$ cat config.mk
export PLATFORM = sky130hd
export DESIGN_NAME = fetch_queue_stage_flat
export DESIGN_NICKNAME = d
export VERILOG_FILES = /design/src/rtl/fetch_pkg.sv /design/src/rtl/fetch_queue_stage_if.sv /design/src/rtl/fetch_fifo.sv /design/src/rtl/fetch_queue_stage.sv /design/src/flat_wrapper.sv
export SDC_FILE = /design/constraint.sdc
export NUM_CORES = 1
export LEC_CHECK = 0
export ABC_AREA = 1
export CAP_MARGIN = 30
export CORE_MARGIN = 3
export CORE_UTILIZATION = 50
export CTS_CLUSTER_DIAMETER = 50
export DETAILED_ROUTE_END_ITERATION = 16
export PLACE_DENSITY = 0.8
export RECOVER_POWER = 100
export REMOVE_ABC_BUFFERS = 1
export SYNTH_ARGS = -nofsm -noshare
export SYNTH_HDL_FRONTEND = slang
export SYNTH_SLANG_ARGS = --single-unit
export TNS_END_PERCENT = 30
$ cat constraint.sdc
create_clock -name clk -period 4.7 [get_ports clk]
set_input_delay 0.47 -clock clk [delete_from_list [all_inputs] [get_ports clk]]
set_output_delay 0.47 -clock clk [all_outputs]
set_load 0.005 [all_outputs]
$ cat src/rtl/fetch_pkg.sv
// rtl/fetch_pkg.sv - shared types and constants for the fetch stage
package fetch_pkg;

    localparam int          ENTRY_XLEN  = 32;
    localparam int          INSTR_BYTES = 4;
    localparam logic [31:0] NOP         = 32'h0000_0013;

    typedef struct packed {
        logic [ENTRY_XLEN-1:0] pc;
        logic [31:0]           instr;
    } fetch_entry_t;

endpackage

$ cat src/rtl/fetch_queue_stage_if.sv
// rtl/fetch_queue_stage_if.sv - redirect, predictor, imem and decode signals of the fetch stage
interface fetch_queue_stage_if #(
    parameter int XLEN = 32
);
    logic            redirect_valid;
    logic [XLEN-1:0] redirect_pc;
    logic            predict_valid;
    logic [XLEN-1:0] predict_pc;
    logic            imem_req_valid;
    logic            imem_req_ready;
    logic [XLEN-1:0] imem_req_addr;
    logic            imem_resp_valid;
    logic [31:0]     imem_resp_data;
    logic            instr_valid;
    logic            instr_ready;
    logic [31:0]     instr;
    logic [XLEN-1:0] pc;

    // master is the fetch stage itself; slave is the surrounding pipeline and memory
    modport master (
        input  redirect_valid, redirect_pc, predict_valid, predict_pc,
        input  imem_req_ready, imem_resp_valid, imem_resp_data, instr_ready,
        output imem_req_valid, imem_req_addr, instr_valid, instr, pc
    );

    modport slave (
        output redirect_valid, redirect_pc, predict_valid, predict_pc,
        output imem_req_ready, imem_resp_valid, imem_resp_data, instr_ready,
        input  imem_req_valid, imem_req_addr, instr_valid, instr, pc
    );

endinterface

$ cat src/rtl/fetch_fifo.sv
// rtl/fetch_fifo.sv - small synchronous FIFO with flush, used for the instruction queue and tag FIFO
module fetch_fifo #(
    parameter  int WIDTH = 32,
    parameter  int DEPTH = 4,
    localparam int AW    = (DEPTH > 1) ? $clog2(DEPTH) : 1,
    localparam int CW    = $clog2(DEPTH + 1)
) (
    input  logic             clk,
    input  logic             reset,
    input  logic             push,
    input  logic             pop,
    input  logic             flush,
    input  logic [WIDTH-1:0] wdata,
    output logic [WIDTH-1:0] rdata,
    output logic             full,
    output logic             empty,
    output logic [CW-1:0]    count
);

    logic [WIDTH-1:0] mem [DEPTH];
    logic [AW-1:0]    wr_ptr;
    logic [AW-1:0]    rd_ptr;
    logic             do_push;
    logic             do_pop;

    function automatic logic [AW-1:0] next_ptr(input logic [AW-1:0] p);
        return (p == AW'(DEPTH - 1)) ? '0 : p + AW'(1);
    endfunction

    assign empty   = (count == '0);
    assign full    = (count == CW'(DEPTH));
    assign do_pop  = pop && !empty;
    // a pop frees the slot a simultaneous push lands in, even when full
    assign do_push = push && (!full || do_pop);
    assign rdata   = mem[rd_ptr];

    always_ff @(posedge clk or posedge reset) begin
        if (reset) begin
            wr_ptr <= '0;
            rd_ptr <= '0;
            count  <= '0;
        end else if (flush) begin
            wr_ptr <= '0;
            rd_ptr <= '0;
            count  <= '0;
        end else begin
            if (do_push) wr_ptr <= next_ptr(wr_ptr);
            if (do_pop)  rd_ptr <= next_ptr(rd_ptr);
            case ({do_push, do_pop})
                2'b10:   count <= count + CW'(1);
                2'b01:   count <= count - CW'(1);
                default: count <= count;
            endcase
        end
    end

    always_ff @(posedge clk) begin
        if (do_push && !flush) mem[wr_ptr] <= wdata;
    end

endmodule

$ cat src/rtl/fetch_queue_stage.sv
// rtl/fetch_queue_stage.sv - fetch PC generation, credit-limited imem requests and instruction queue
module fetch_queue_stage
    import fetch_pkg::*;
#(
    parameter int              XLEN            = 32,
    parameter logic [XLEN-1:0] RESET_PC        = '0,
    parameter int              DEPTH           = 4,
    parameter int              MAX_OUTSTANDING = 2
) (
    input logic                 clk,
    input logic                 reset,
    fetch_queue_stage_if.master bus
);

    localparam int OW = $clog2(MAX_OUTSTANDING + 1);
    localparam int CW = $clog2(DEPTH + 1);
    localparam int SW = $clog2(DEPTH + MAX_OUTSTANDING + 1);

    if (XLEN != ENTRY_XLEN) begin : g_xlen_check
        $error("fetch_queue_stage: XLEN must equal the fetch_entry_t pc width");
    end

    logic [XLEN-1:0] fetch_pc;
    logic [OW-1:0]   outstanding;
    logic [OW-1:0]   drop_cnt;
    logic [SW-1:0]   occupancy;
    logic            req_valid;
    logic            req_fire;
    logic            resp_ok;
    logic            resp_keep;
    logic            instr_valid;

    fetch_entry_t    q_head;
    logic [CW-1:0]   q_count;
    logic            q_full;
    logic            q_empty;
    logic            q_pop;

    logic [XLEN-1:0] tag_head;
    logic [OW-1:0]   tag_count;
    logic            tag_full;
    logic            tag_empty;

    function automatic logic [XLEN-1:0] align(input logic [XLEN-1:0] a);
        return {a[XLEN-1:2], 2'b00};
    endfunction

    // responses already owed to the queue count against its capacity, so it never overflows
    assign occupancy   = SW'(q_count) + SW'(outstanding);
    assign req_valid   = !reset && !bus.redirect_valid
                         && (outstanding < OW'(MAX_OUTSTANDING))
                         && (occupancy < SW'(DEPTH));
    assign req_fire    = req_valid && bus.imem_req_ready;
    assign resp_ok     = bus.imem_resp_valid && (outstanding != '0);
    assign resp_keep   = resp_ok && (drop_cnt == '0) && !bus.redirect_valid;
    assign instr_valid = !reset && !q_empty && !bus.redirect_valid;
    assign q_pop       = instr_valid && bus.instr_ready;

    assign bus.imem_req_valid = req_valid;
    assign bus.imem_req_addr  = align(fetch_pc);
    assign bus.instr_valid    = instr_valid;
    assign bus.instr          = q_empty ? '0 : q_head.instr;
    assign bus.pc             = q_empty ? '0 : q_head.pc;

    fetch_fifo #(
        .WIDTH ($bits(fetch_entry_t)),
        .DEPTH (DEPTH)
    ) u_instr_queue (
        .clk   (clk),
        .reset (reset),
        .push  (resp_keep),
        .pop   (q_pop),
        .flush (bus.redirect_valid),
        .wdata ({tag_head, bus.imem_resp_data}),
        .rdata (q_head),
        .full  (q_full),
        .empty (q_empty),
        .count (q_count)
    );

    fetch_fifo #(
        .WIDTH (XLEN),
        .DEPTH (MAX_OUTSTANDING)
    ) u_tag_fifo (
        .clk   (clk),
        .reset (reset),
        .push  (req_fire),
        .pop   (resp_keep),
        .flush (bus.redirect_valid),
        .wdata (align(fetch_pc)),
        .rdata (tag_head),
        .full  (tag_full),
        .empty (tag_empty),
        .count (tag_count)
    );

    always_ff @(posedge clk or posedge reset) begin
        if (reset) begin
            fetch_pc    <= RESET_PC;
            outstanding <= '0;
            drop_cnt    <= '0;
        end else begin
            outstanding <= outstanding + OW'(req_fire) - OW'(resp_ok);
            if (bus.redirect_valid) begin
                fetch_pc <= align(bus.redirect_pc);
                drop_cnt <= outstanding - OW'(resp_ok);
            end else begin
                if (req_fire) begin
                    fetch_pc <= bus.predict_valid ? align(bus.predict_pc)
                                                  : fetch_pc + XLEN'(INSTR_BYTES);
                end
                if (resp_ok && (drop_cnt != '0)) drop_cnt <= drop_cnt - OW'(1);
            end
        end
    end

    a_resp_has_request: assert property (@(posedge clk) disable iff (reset)
        bus.imem_resp_valid |-> (outstanding != '0));
    a_queue_no_overflow: assert property (@(posedge clk) disable iff (reset)
        !(q_full && resp_keep && !q_pop));
    a_tag_no_overflow: assert property (@(posedge clk) disable iff (reset)
        !(tag_full && req_fire));
    a_tag_present: assert property (@(posedge clk) disable iff (reset)
        !(resp_keep && tag_empty));
    // live tags plus responses still to be dropped account for every outstanding request
    a_tag_accounting: assert property (@(posedge clk) disable iff (reset)
        (tag_count + drop_cnt) == outstanding);

endmodule

$ cat src/flat_wrapper.sv
// flat-port wrapper written by rule: the top's interface ports become plain ports
module fetch_queue_stage_flat import fetch_pkg::*;
#(
    parameter int              XLEN            = 32,
    parameter logic [XLEN-1:0] RESET_PC        = '0,
    parameter int              DEPTH           = 4,
    parameter int              MAX_OUTSTANDING = 2
)
  (clk, reset, bus_redirect_valid, bus_redirect_pc, bus_predict_valid, bus_predict_pc, bus_imem_req_ready, bus_imem_resp_valid, bus_imem_resp_data, bus_instr_ready, bus_imem_req_valid, bus_imem_req_addr, bus_instr_valid, bus_instr, bus_pc);
  fetch_queue_stage_if #(.XLEN(XLEN)) bus_i ();
  input logic clk;
  input logic reset;
  input wire logic [$bits(bus_i.redirect_valid)-1:0] bus_redirect_valid;
  input wire logic [$bits(bus_i.redirect_pc)-1:0] bus_redirect_pc;
  input wire logic [$bits(bus_i.predict_valid)-1:0] bus_predict_valid;
  input wire logic [$bits(bus_i.predict_pc)-1:0] bus_predict_pc;
  input wire logic [$bits(bus_i.imem_req_ready)-1:0] bus_imem_req_ready;
  input wire logic [$bits(bus_i.imem_resp_valid)-1:0] bus_imem_resp_valid;
  input wire logic [$bits(bus_i.imem_resp_data)-1:0] bus_imem_resp_data;
  input wire logic [$bits(bus_i.instr_ready)-1:0] bus_instr_ready;
  output wire logic [$bits(bus_i.imem_req_valid)-1:0] bus_imem_req_valid;
  output wire logic [$bits(bus_i.imem_req_addr)-1:0] bus_imem_req_addr;
  output wire logic [$bits(bus_i.instr_valid)-1:0] bus_instr_valid;
  output wire logic [$bits(bus_i.instr)-1:0] bus_instr;
  output wire logic [$bits(bus_i.pc)-1:0] bus_pc;
  assign bus_i.redirect_valid = bus_redirect_valid;
  assign bus_i.redirect_pc = bus_redirect_pc;
  assign bus_i.predict_valid = bus_predict_valid;
  assign bus_i.predict_pc = bus_predict_pc;
  assign bus_i.imem_req_ready = bus_imem_req_ready;
  assign bus_i.imem_resp_valid = bus_imem_resp_valid;
  assign bus_i.imem_resp_data = bus_imem_resp_data;
  assign bus_i.instr_ready = bus_instr_ready;
  assign bus_imem_req_valid = bus_i.imem_req_valid;
  assign bus_imem_req_addr = bus_i.imem_req_addr;
  assign bus_instr_valid = bus_i.instr_valid;
  assign bus_instr = bus_i.instr;
  assign bus_pc = bus_i.pc;
  fetch_queue_stage #(.XLEN(XLEN), .RESET_PC(RESET_PC), .DEPTH(DEPTH), .MAX_OUTSTANDING(MAX_OUTSTANDING)) u_core (.clk(clk), .reset(reset), .bus(bus_i));
endmodule
After elaboration in Yosys (flattened, before gate mapping)
Memories as Yosys holds them, arrays and structs flattened.
Cells that the tools add are included.
{ "word_totals": {"elab_cells": 100, "mem_bits_rw": 316, "inputBits": 103, "ff_bits": 47, "output_inout_bits": 98, "memories": 2} }
{ "mem_list": {"columns": ["name", "words", "word_bits", "rd", "rd_clocked_by_memory_dff", "wr", "line", "rtl"], "rows": [
  ["u_core.u_instr_queue.mem", 4, 64, 1, 0, 1, "fetch_fifo.sv:20", "logic [WIDTH-1:0] mem [DEPTH];"],
  ["u_core.u_tag_fifo.mem", 2, 30, 1, 0, 1, "fetch_fifo.sv:20", null]
]} }
{ "classes": {"mux": 27, "magnitude_cmp": 2, "eq_ne": 8, "addsub": 14, "reduce_logical": 38} }
{ "ops": {"columns": ["operator", "count"], "rows": [
  ["2-to-1 mux 32 bit", 5],
  ["adder 32 x 3 -> 32 bit (second input constant)", 1],
  ["2-to-1 mux 2 bit", 9],
  ["logical AND 1 bit", 17],
  ["nonzero test 2 bit", 8],
  ["equality test 2 bit (second input constant)", 5],
  ["2-to-1 mux 1 bit", 10],
  ["adder 2 x 1 -> 2 bit (second input constant)", 3],
  ["logical NOT 1 bit", 6],
  ["case mux 3 bit (2 select lines)", 1],
  ["nonzero test 3 bit", 2],
  ["equality test 2 x 1 -> 1 bit (second input constant)", 2],
  ["logical NOT 2 bit", 2],
  ["case mux 2 bit (2 select lines)", 1],
  ["subtractor 2 x 1 -> 2 bit", 2],
  ["subtractor 2 x 1 -> 2 bit (second input constant)", 2],
  ["adder 3 x 1 -> 3 bit (second input constant)", 1],
  ["adder 3 x 2 -> 3 bit", 1],
  ["equality test 3 bit (second input constant)", 1],
  ["logical NOT 3 bit", 1],
  ["< comparator 3 bit (second input constant)", 1],
  ["2-to-1 mux 3 bit", 1],
  ["subtractor 3 x 1 -> 3 bit (second input constant)", 1],
  ["adder 1 bit (second input constant)", 2],
  ["other kinds (3)", 4]
]} }

Depth between registers and ports, before layout
{ "depth": {"depth_word": 11, "mapped_depth": 12, "mapped_depth_nobuf": 12} }

By module
From an unflattened synthesis, not the netlist that was laid out.
{ "unflattened": {"hier_cells": 1525, "area_unflattened_um2": 16010.4} }
{ "modules_own_cells": {"columns": ["mod", "cells_each", "area_per_inst_um2", "n_inst"], "rows": [
  ["fetch_fifo at u_core.u_instr_queue", 686, 9978.3, 1],
  ["fetch_queue_stage", 631, 3429.5, 1],
  ["fetch_fifo at u_core.u_tag_fifo", 208, 2602.5, 1]
]} }

Worst setup path after synthesis
No wires, ideal clock.
{ "synth_timing": {"kind": "input to register", "startpoint": "input port reset", "endpoint": "memory u_core.u_instr_queue.mem[0][0] (netlist bit) (enable)", "setup_time_ps": 482, "path_stages": 6, "path_buffers": 0, "required_ps": 4218, "t_arrival_ps": 4618, "slack_ps": -401, "path_cell_list": "inv_1 > nand2_4 > nand3b_4 > nand4_1 > nand2_1 > nor2_1"} }
{ "synth_between": {"elab_chain_len": 10} }
{ "synth_lines": {"columns": ["element", "line", "rtl"], "rows": [
  ["start, declared", "flat_wrapper.sv:12", "input logic reset;"],
  ["logical NOT 1 bit", "fetch_queue_stage.sv:56", "assign instr_valid = !reset && !q_empty && !bus.redirect_valid;"],
  ["logical AND 1 bit (2 in a row)", "fetch_queue_stage.sv:56", null],
  ["logical AND 1 bit", "fetch_queue_stage.sv:57", "assign q_pop = instr_valid && bus.instr_ready;"],
  ["logical AND 1 bit", "fetch_fifo.sv:32", "assign do_pop = pop && !empty;"],
  ["logical OR 1 bit", "fetch_fifo.sv:34", "assign do_push = push && (!full || do_pop);"],
  ["logical AND 1 bit", "fetch_fifo.sv:34", null],
  ["logical AND 1 bit", "fetch_fifo.sv:58", "if (do_push && !flush) mem[wr_ptr] <= wdata;"],
  ["2-to-1 mux 1 bit", "fetch_fifo.sv:58", null],
  ["2-to-1 mux 1 bit (not written as such)", "fetch_fifo.sv:58", null],
  ["end, declared", "fetch_fifo.sv:20", null]
]} }
No other way between the ends.

Worst setup path in the final report
{ "layout_timing": {"startpoint": "input port bus_redirect_valid", "endpoint": "memory u_core.u_instr_queue.mem[3][24] (netlist bit) (enable)"} }
{ "layout_between": {"elab_chain_len": 9, "word_cells_on_any_way": 10, "cone_classes": "mux (2); reduce/logical (8)"} }
{ "layout_lines": {"columns": ["element", "line", "rtl"], "rows": [
  ["start, declared", "flat_wrapper.sv:13", "input wire logic [$bits(bus_i.redirect_valid)-1:0] bus_redirect_valid;"],
  ["logical NOT 1 bit *", "fetch_fifo.sv:58, fetch_queue_stage.sv:55, fetch_queue_stage.sv:56", null],
  ["logical AND 1 bit", "fetch_queue_stage.sv:56", null],
  ["logical AND 1 bit", "fetch_queue_stage.sv:57", null],
  ["logical AND 1 bit", "fetch_fifo.sv:32", null],
  ["logical OR 1 bit", "fetch_fifo.sv:34", null],
  ["logical AND 1 bit", "fetch_fifo.sv:34", null],
  ["logical AND 1 bit *", "fetch_fifo.sv:58", null],
  ["2-to-1 mux 1 bit *", "fetch_fifo.sv:58", null],
  ["2-to-1 mux 1 bit (not written as such) *", "fetch_fifo.sv:58", null]
]} }
Mark *: on every way between the ends. The rest lies on a longest branch, timed or not.

==> out/qor.csv <==
metric,value,unit
outcome,"finished, violations left",
violations,"capacitance limit, slew limit",
cp_slowest_stage_delay,1.13,ns
wl_per_cell,18.4,µm
end_kind,flop,
ys_warn_count,0,
io_buffers,192,
worst-setup-path-type,primary input to flop,
r2r_end,u_core.u_instr_queue.mem[3][24],
crit_buf_inv,4,
slew_viol_final,106,
vias,11000,
netlist_area,0.0153,mm²
power_per_cell_area,459,mW/mm²
drt_iter0_drc,830,
rsz0062_at_grt,no,
synth_top_area_frac,0.603,
rows,63,
max_slew_margin,-0.803,
worst_pin_slew,2.70,ns
cts.path.max_buffers,3,
min_delay_path_depth,1,
cp_data_arrival_time,4.03,ns
finalCriticalPeriod,3.97,ns
required,4.76,ns
tns,0,ns
rr_startpoint,u_core.u_instr_queue.count[2],
grt_pass1_wl,58500,µm
min_to,u_core.u_tag_fifo.wr_ptr,
hold_buffers,0,
grt_max_degree,95,
antenna_cells,0,
totalWireLength,36900,µm
crit_start,bus_redirect_valid,
hold_class,flop to flop,
startpoint_type,primary input,
numCtsBuffers,38,
synth_top_area_cell,edfxtp_1,
avgViaCountPerCell,5.50,
start_util,0.512,
synth_seq_area_share,0.676,
dp.final_hpwl,22100,µm
maxCapViolations,3,
syn_inst,1416,
synth_cell_types,37,
nets,1707,
detail_route.first_pass.iterations,5,
fp.dieH,181,µm
fmax,0.252,GHz
design_area,0.0188,mm²
final_cells,2009,
reg2reg_slack,1.52,ns
drc,0,
gr-total-overflow,0,
grt.total_usage,0.224,
grt_pass1_vias,11200,
root_buffer,clkbuf_16,
post_cts_buffers,0,
area_delta_synth_final,22.5,%
utilization,0.628,
die-area,0.0328,mm²
min_from,u_core.u_tag_fifo.wr_ptr,
setup_viol,0,
crit_chain,clkdlybuf4s50_1 -> clkbuf_1 -> clkinv_1 -> nand2_1 -> nand3b_1 -> nand4_1 -> nand2_1 -> nor2_1 -> clkbuf_4,
final_antenna_net_count,0,
cts.repair.resized,0,
cts.sinks,353,
finalHoldViolations,0,
gp_congestion,0.871,
p_leak,6.99,nW
synth_area_leaders,"edfxtp_1 60%, nor2_1 8.4%, dfrtp_1 7.3%",
finalCritPeriodShare,0.844,
die_w,181,µm
timing.hold.ws,0.542,ns
dp_cells,1943,
cts_tree,done,
path_clk_slew,0.06,ns
fillers,2293,
syn_avg_cell_area,10.8,µm²
critPathTopFamily,buffers and inverters,
insertion_delay,0.51,ns
grt_antenna_before_repair,0,
final_cell_mix,"342 x nor2_1, 308 x edfxtp_1, 226 x nand2_1",
core_area,0.0300,mm²
ys_seq_elements,353,
placed_area,0.0177,mm²
crit_fanout,57,
cts.htree.levels,2,
cp_slowest_cell,clkbuf_1,
reg2reg_depth,7,
drive_above_1_share,0.0513,
cpMostUsedCell,nand2_1,
vdd_drop_max,0.000341,V
skew,0.0127,ns
pin_count,201,
final_common_cell,nor2_1,
[kinds of logic after synthesis]
group / share of synthesized area
compound gates: 0.0840
flops: 0.676
fa+ha+maj: 0.00946
other cells: 0.000244
simple gates: 0.166
buf+inv: 0.0339
xor+xnor: 0.00799
mux: 0.0220
[report_power, final]
group	internal [mW]	switching (mW)
logic	0.833	1.06
clock network	1.69	1.16
registers	3.67	0.217
[state kept, by name, summed over array words and instances, names as in the netlist]
register / count
u_core.u_instr_queue.mem: 248
u_core.u_tag_fifo.mem: 60
u_core.fetch_pc: 30
u_core.u_instr_queue.count: 3
u_core.drop_cnt: 2
u_core.outstanding: 2
u_core.u_instr_queue.rd_ptr: 2
u_core.u_instr_queue.wr_ptr: 2
u_core.u_tag_fifo.count: 2
u_core.u_tag_fifo.rd_ptr: 1
u_core.u_tag_fifo.wr_ptr: 1
[through the flow]
step | setup WS, ns | power, mW
finish | 0.731 | 8.64
global route | 0.397 | 9.04
CTS | 0.872 | 8.87
detailed placement | 1.28 | 6.02
global placement | 1.32 | 5.96
floorplan | -0.401 | 4.84
[worst reg2reg max path, delay by kind of cell (launching register included)]
family / cells / cell delay [ns]
and+or+nand+nor: 5 / 1.20
buffers and inverters: 2 / 0.99
DFF: 1 / 0.50
[cells in the mapped netlist]
| library cell | count |
|---|---|
| o21bai_1 | 4 |
| nand2_4 | 1 |
| o21ai_1 | 10 |
| buf_1 | 6 |
| a21oi_1 | 83 |
| nor2_4 | 2 |
| o21a_1 | 1 |
| buf_4 | 5 |
| clkbuf_1 | 46 |
| nand4_4 | 1 |
| xnor2_1 | 1 |
| nand3b_4 | 1 |
| nand3_2 | 2 |
| o21ai_0 | 138 |
| inv_2 | 4 |
| clkbuf_2 | 1 |
| nand3_1 | 36 |
| fa_1 | 1 |
| edfxtp_1 | 308 |
| dfrtp_1 | 45 |
| nand4_1 | 8 |
| o311ai_0 | 1 |
| nand2_1 | 225 |
| nor2_2 | 3 |
| ha_1 | 10 |
| a22oi_1 | 1 |
| inv_1 | 47 |
| buf_2 | 16 |
| o211ai_1 | 8 |
| mux2_2 | 30 |
| a31oi_1 | 3 |
| nand3b_1 | 8 |
| or2_2 | 1 |
| conb_1 | 1 |
| nor2_1 | 344 |
| xor2_1 | 13 |
| buf_6 | 1 |
[worst max path at each step]
stage | end | cells after the start
after global routing | u_core.fetch_pc[14] | 11
after global placement | u_core.fetch_pc[19] | 9
after detailed placement | u_core.fetch_pc[20] | 9
final | u_core.u_instr_queue.mem[3][24] | 9
after floorplan | u_core.u_instr_queue.mem[0][0] | 6
after CTS | bus_pc[11] | 6
[layer usage]
layer  GRT usage  wire length [µm]
met1       0.282             15000
met2       0.386             18400
met3      0.0364              2380
met4      0.0893              1190
met5           0                 0
[cell type report]
cell class	instances	area [µm²]	area share
inverter	51	193	0.0103
tap	390	488	0.0260
timing repair buffer	209	2100	0.112
multi-input combinational	940	4430	0.236
clock inverter	20	159	0.00845
clock buffer	46	1040	0.0556
sequential	353	10400	0.552
No activity file was read; power rests on OpenSTA's default activity.
